### src/rtl/mdu_pkg.sv
// Shared encodings for the HI/LO multiply/divide unit: op codes, FSM states, iteration count.
// Latency: n/a (definitions only).
// Backpressure: n/a (definitions only).
package mdu_pkg;

    localparam int MDU_ITERS = 32;

    typedef enum logic [2:0] {
        MDU_OP_MULT  = 3'b000,
        MDU_OP_MULTU = 3'b001,
        MDU_OP_DIV   = 3'b010,
        MDU_OP_DIVU  = 3'b011,
        MDU_OP_MTHI  = 3'b100,
        MDU_OP_MTLO  = 3'b101
    } mdu_op_e;

    typedef enum logic [1:0] {
        MDU_IDLE = 2'b00,
        MDU_RUN  = 2'b01,
        MDU_FIX  = 2'b10
    } mdu_state_e;

endpackage

### src/rtl/mdu_div_step.sv
// One restoring-divide step: trial-subtract divisor from the shifted partial remainder.
// Latency: combinational.
// Backpressure: none.
module mdu_div_step #(
    parameter int WIDTH = 32
) (
    input  logic [WIDTH:0]   part_rem,
    input  logic [WIDTH-1:0] divisor,
    output logic [WIDTH-1:0] next_rem,
    output logic             q_bit
);

    logic [WIDTH-1:0] diff;

    // When the subtraction succeeds the true difference is below the divisor, so W bits suffice.
    always_comb begin
        q_bit    = (part_rem >= {1'b0, divisor});
        diff     = part_rem[WIDTH-1:0] - divisor;
        next_rem = q_bit ? diff : part_rem[WIDTH-1:0];
    end

endmodule

### src/rtl/mult_div_unit.sv
// Iterative HI/LO multiply/divide unit (radix-2); optional abort port under MDU_ABORT_EN.
// Latency: WIDTH+2 cycles start-to-done (2 for divide by zero); MTHI/MTLO write in one cycle.
// Backpressure: busy high while an operation is in flight; start is ignored, not queued.
module mult_div_unit
    import mdu_pkg::*;
#(
    parameter int WIDTH = MDU_ITERS
) (
    input  logic             clk,
    input  logic             reset,
    input  logic             start,
    input  logic [2:0]       op,
    input  logic [WIDTH-1:0] operand_a,
    input  logic [WIDTH-1:0] operand_b,
`ifdef MDU_ABORT_EN
    input  logic             abort,
`endif
    output logic             busy,
    output logic             done,
    output logic [WIDTH-1:0] hi,
    output logic [WIDTH-1:0] lo
);

    localparam int CW = $clog2(WIDTH) + 1;

    mdu_state_e           state_q, state_d;
    logic [2*WIDTH-1:0]   acc_q, acc_d;
    logic [WIDTH-1:0]     b_q, b_d, hi_q, hi_d, lo_q, lo_d;
    logic [CW-1:0]        cnt_q, cnt_d;
    logic                 is_div_q, is_div_d, divz_q, divz_d;
    logic                 qsign_q, qsign_d, rsign_q, rsign_d, done_q, done_d;

    logic                 abort_req;
    logic                 op_signed, sa, sb;
    logic [WIDTH-1:0]     a_mag, b_mag, b_add, div_rem;
    logic [WIDTH:0]       mul_sum;
    logic                 div_qbit;
    logic [2*WIDTH-1:0]   mul_next, div_next, prod_fix;
    logic [WIDTH-1:0]     quot_fix, rem_fix;

`ifdef MDU_ABORT_EN
    assign abort_req = abort;
`else
    assign abort_req = 1'b0;
`endif

    // acc holds {upper, lower}: product-in-progress for multiply, {remainder, quotient} for divide.
    mdu_div_step #(.WIDTH(WIDTH)) u_div_step (
        .part_rem (acc_q[2*WIDTH-1:WIDTH-1]),
        .divisor  (b_q),
        .next_rem (div_rem),
        .q_bit    (div_qbit)
    );

    always_comb begin
        op_signed = (op == MDU_OP_MULT) || (op == MDU_OP_DIV);
        sa        = op_signed & operand_a[WIDTH-1];
        sb        = op_signed & operand_b[WIDTH-1];
        a_mag     = sa ? -operand_a : operand_a;
        b_mag     = sb ? -operand_b : operand_b;

        b_add     = acc_q[0] ? b_q : {WIDTH{1'b0}};
        mul_sum   = {1'b0, acc_q[2*WIDTH-1:WIDTH]} + {1'b0, b_add};
        mul_next  = {mul_sum, acc_q[WIDTH-1:1]};
        div_next  = {div_rem, acc_q[WIDTH-2:0], div_qbit};

        prod_fix  = qsign_q ? -acc_q : acc_q;
        quot_fix  = qsign_q ? -acc_q[WIDTH-1:0] : acc_q[WIDTH-1:0];
        rem_fix   = rsign_q ? -acc_q[2*WIDTH-1:WIDTH] : acc_q[2*WIDTH-1:WIDTH];
    end

    always_comb begin
        state_d  = state_q;
        acc_d    = acc_q;
        b_d      = b_q;
        cnt_d    = cnt_q;
        hi_d     = hi_q;
        lo_d     = lo_q;
        is_div_d = is_div_q;
        divz_d   = divz_q;
        qsign_d  = qsign_q;
        rsign_d  = rsign_q;
        done_d   = 1'b0;

        case (state_q)
            MDU_IDLE: begin
                if (start) begin
                    case (op)
                        MDU_OP_MULT, MDU_OP_MULTU, MDU_OP_DIV, MDU_OP_DIVU: begin
                            acc_d    = {{WIDTH{1'b0}}, a_mag};
                            b_d      = b_mag;
                            cnt_d    = '0;
                            is_div_d = op[1];
                            divz_d   = 1'b0;
                            qsign_d  = sa ^ sb;
                            rsign_d  = sa;
                            state_d  = MDU_RUN;
                            // Divide by zero bypasses RUN; acc carries the final {hi, lo}.
                            if (op[1] && (operand_b == '0)) begin
                                divz_d  = 1'b1;
                                acc_d   = {operand_a, {WIDTH{1'b1}}};
                                state_d = MDU_FIX;
                            end
                        end
                        MDU_OP_MTHI: hi_d = operand_a;
                        MDU_OP_MTLO: lo_d = operand_a;
                        default: ;
                    endcase
                end
            end
            MDU_RUN: begin
                acc_d = is_div_q ? div_next : mul_next;
                cnt_d = cnt_q + CW'(1);
                if (cnt_q == CW'(WIDTH - 1)) begin
                    state_d = MDU_FIX;
                end
            end
            MDU_FIX: begin
                if (divz_q) begin
                    hi_d = acc_q[2*WIDTH-1:WIDTH];
                    lo_d = acc_q[WIDTH-1:0];
                end else if (is_div_q) begin
                    hi_d = rem_fix;
                    lo_d = quot_fix;
                end else begin
                    hi_d = prod_fix[2*WIDTH-1:WIDTH];
                    lo_d = prod_fix[WIDTH-1:0];
                end
                done_d  = 1'b1;
                state_d = MDU_IDLE;
            end
            default: state_d = MDU_IDLE;
        endcase

        if (abort_req && (state_q != MDU_IDLE)) begin
            state_d = MDU_IDLE;
            hi_d    = hi_q;
            lo_d    = lo_q;
            done_d  = 1'b0;
        end
    end

    always_ff @(posedge clk) begin
        if (!reset) begin
            state_q  <= MDU_IDLE;
            acc_q    <= '0;
            b_q      <= '0;
            cnt_q    <= '0;
            hi_q     <= '0;
            lo_q     <= '0;
            is_div_q <= 1'b0;
            divz_q   <= 1'b0;
            qsign_q  <= 1'b0;
            rsign_q  <= 1'b0;
            done_q   <= 1'b0;
        end else begin
            state_q  <= state_d;
            acc_q    <= acc_d;
            b_q      <= b_d;
            cnt_q    <= cnt_d;
            hi_q     <= hi_d;
            lo_q     <= lo_d;
            is_div_q <= is_div_d;
            divz_q   <= divz_d;
            qsign_q  <= qsign_d;
            rsign_q  <= rsign_d;
            done_q   <= done_d;
        end
    end

    assign busy = (state_q != MDU_IDLE);
    assign done = done_q;
    assign hi   = hi_q;
    assign lo   = lo_q;

endmodule

### config.mk
export PLATFORM = sky130hd
export DESIGN_NAME = mult_div_unit
export DESIGN_NICKNAME = d
export VERILOG_FILES = /design/src/rtl/mdu_pkg.sv /design/src/rtl/mdu_div_step.sv /design/src/rtl/mult_div_unit.sv
export SDC_FILE = /design/constraint.sdc
export NUM_CORES = 1
export LEC_CHECK = 0
export BUFFER_PORTS_ARGS = -buffer_cell sky130_fd_sc_hd__buf_4
export CAP_MARGIN = 20
export CORE_MARGIN = 8
export CORE_UTILIZATION = 55
export CTS_CLUSTER_DIAMETER = 150
export CTS_CLUSTER_SIZE = 8
export DETAILED_ROUTE_END_ITERATION = 12
export PLACE_DENSITY = 0.73
export SLEW_MARGIN = 10
export SYNTH_ARGS = -nofsm -noshare
export SYNTH_HDL_FRONTEND = slang
export SYNTH_SLANG_ARGS = --single-unit
### constraint.sdc
create_clock -name clk -period 4.3 [get_ports clk]
set_input_delay 1.29 -clock clk [delete_from_list [all_inputs] [get_ports clk]]
set_output_delay 1.29 -clock clk [all_outputs]
set_load 0.02 [all_outputs]
==> results.json <==
{
  "fp.dieArea_sq_um": 33000,
  "postPlaceCellArea_sq_um": 16500,
  "htree_levels": 4,
  "fp.coreArea_sq_um": 27000,
  "clock_skew_ns": 0.0154,
  "use_met2": 0.517,
  "synth_edf_count": 0,
  "antenna_left": 0,
  "critPathCapture": "acc_q[34]",
  "clock_latency_ns": 0.45,
  "r2r_slack_ns": 0.45,
  "diodes": 0,
  "post-place-ws_ns": 0.348,
  "hold_violations": 0,
  "slew_headroom": 0.403,
  "end_kind": "flip-flop",
  "grtUsageMet1": 0.447,
  "synth.area.top_cells": "dfxtp_1 (23%), a21oi_1 (6.0%), ha_1 (5.7%), xnor2_1 (5.6%), nand2_1 (5.5%)",
  "nets": 2221,
  "tightest_slew_ns": 0.888,
  "power_density_nw_per_um2": 382,
  "cap_violations": 0,
  "globalRouteOverflowTotal": 0,
  "fp-row-count": 60,
  "mostFrequentLayoutCell": "nand2_1",
  "swShare": 0.440,
  "yosys.area.top_type_share": 0.230,
  "ys_warn_count": 0,
  "ctsRootBufferMaster": "clkbuf_16",
  "final_cell_mix": "nand2_1 (219), buf_4 (196), a21oi_1 (180), dfxtp_1 (172), nor2_1 (146)",
  "ctsHoldBuffers": 0,
  "cts_tree": "yes",
  "crit_start": "acc_q[32]",
  "reg2regPathDepth": 11,
  "p_leak_nw": 7.47,
  "synth_flop_cell": "dfxtp_1",
  "power.share.clock": 0.259,
  "met3_usage": 0.0611,
  "fin_cells": 2434,
  "worstSetupPathType": "reg2reg",
  "antenna_found_initial": 0,
  "crit_path_start_kind": "flip-flop",
  "hp-class": "reg2reg",
  "status": "complete, no violations",
  "arrival_ns": 4.19,
  "grt.busiest_layer": "met2",
  "die_y_um": 182,
  "grtUsageTotal": 0.336,
  "drt_wl_total_mm": 57.4,
  "synth-seq-cells": 173,
  "ctsResizeCount": 0,
  "die_x_um": 182,
  "drcViolationCount": 0,
  "drt_iter0_drc": 1693,
  "place_inst": 2401,
  "drive_above_1_share": 0.144,
  "io_pins": 136,
  "yosys.area.top_type": "dfxtp_1",
  "ir_drop_v": 0.000186,
  "area.growth.synth_to_final_pct": 13.5,
  "finalPower_mw": 6.54,
  "fin_area_sq_um": 17100,
  "routedWlPerCell_um": 23.6,
  "synthesis.nets": 2140,
  "hpwl_mm": 44.0,
  "place_congestion": 0.990,
  "portBuffers": 135,
  "layout_min_cycle_time_ns": 3.85,
  "power_switching_mw": 2.88,
  "grt_pass1_vias": 15100,
  "rsz0062_at_grt": "no",
  "synth_area_sq_um": 15100,
  "syn_avg_cell_area_sq_um": 7.54,
  "tns_ns": 0,
  "seqPwrFrac": 0.297,
  "timing.fmax_ghz": 0.260,
  "holdWs_ns": 0.475,
  "fillerInstances": 2484,
  "timing.final.ws_setup_ns": 0.448,
  "cts.reportedPaths.clkPinSlew_ns": 0.09,
  "via_per_inst": 6.64,
  "cts_made_buffers": 17,
  "grt_pass1_wl_mm": 88.2,
  "max-clock-path-buffers": 2,
  "power.share.combinational": 0.443,
  "synth_cell_types": 90,
  "grt_max_degree": 179,
  "fin_util": 0.635,
  "num_vias": 16200,
  "cp_max_fo": 17,
  "setup_viol": 0,
  "period_share": 0.896,
  "p_int_mw": 3.67,
  "worstReg2RegEnd": "acc_q[34]",
  "syn_inst": 1999,
  "cts.sinks": 173,
  "drv_slew": 0,
  "initial_core_util": 0.559,
  "post_cts_buffers": 0,
  "synthArstFlopShare": 0,
  "dr.pass1.iters": 7,
  "r2r-start": "acc_q[32]",
  "critical_path_required_ns": 4.64,
  "ys_seq_area_frac": 0.230
}
-- cell usage after synthesis, drive strengths merged (29+ instances only) --
library cell / count
ha: 69
nor2: 151
a21oi: 183
o211a: 58
inv: 63
a21o: 30
dfxtp: 173
nand3: 84
o21ai: 125
mux2i: 63
nand2: 220
clkbuf: 96
xor2: 69
nor3: 44
xnor2: 96
buf: 41
a211oi: 29
nor2b: 36
-- power groups by stage --
stage	combinational, mW	clock [mW]	sequential [mW]
floorplan	1.88	0	1.95
global placement	2.78	0	1.97
detailed placement	2.81	0	1.97
CTS	2.82	1.71	1.94
global route	3.10	1.76	1.96
finish	2.90	1.70	1.95
-- layer usage --
layer | share of wire | wire, um
met3 | 0.11 | 6130
met4 | 0.046 | 2640
met5 | 0 | 0
met2 | 0.43 | 24800
met1 | 0.42 | 23800
-- state kept, by name (all words and copies together), names as in the netlist, 2 cells and up --
register and count:
b_q 32, state_q 2, lo 32, cnt_q 6, acc_q 64, hi 32
-- critical path, stage by stage, from the launching register on --
cell      delay, ns
dfxtp_1        0.67
ha_1           0.33
nor2b_1        0.14
o31a_1         0.27
o21ai_1        0.23
a211o_1        0.29
nand4_1        0.16
and3_1         0.17
buf_4          0.20
nor2_2         0.65
a211oi_1       0.24
o311a_1        0.37
-- cells by family after synthesis --
kind of cell | share of synthesized area
xor+xnor | 0.0959
mux | 0.0456
simple gates | 0.224
fa+ha+maj | 0.0599
buf+inv | 0.0537
compound gates | 0.291
flops | 0.230
-- worst min-delay path by stage --
stage	cells after the start	to	slack, ns	from
2_1_floorplan	2	b_q[31]	0.44	b_q[31]
3_3_place_gp	2	hi[3]	0.45	hi[3]
3_5_place_dp	2	hi[3]	0.47	hi[3]
4_1_cts	2	hi[3]	0.48	hi[3]
5_1_grt	2	hi[3]	0.48	hi[3]
6_report	2	hi[3]	0.48	hi[3]
-- area by class of cell --
cell class | count | area, sq um | area share
multi-input cells | 1626 | 10800 | 0.633
flip-flops and latches | 173 | 3460 | 0.202
repair buffers | 199 | 1530 | 0.0895
well taps | 341 | 427 | 0.0249
clock buffers | 17 | 425 | 0.0249
inverters | 63 | 236 | 0.0138
clock inverters | 15 | 195 | 0.0114
(Power assumes the default switching activity.)
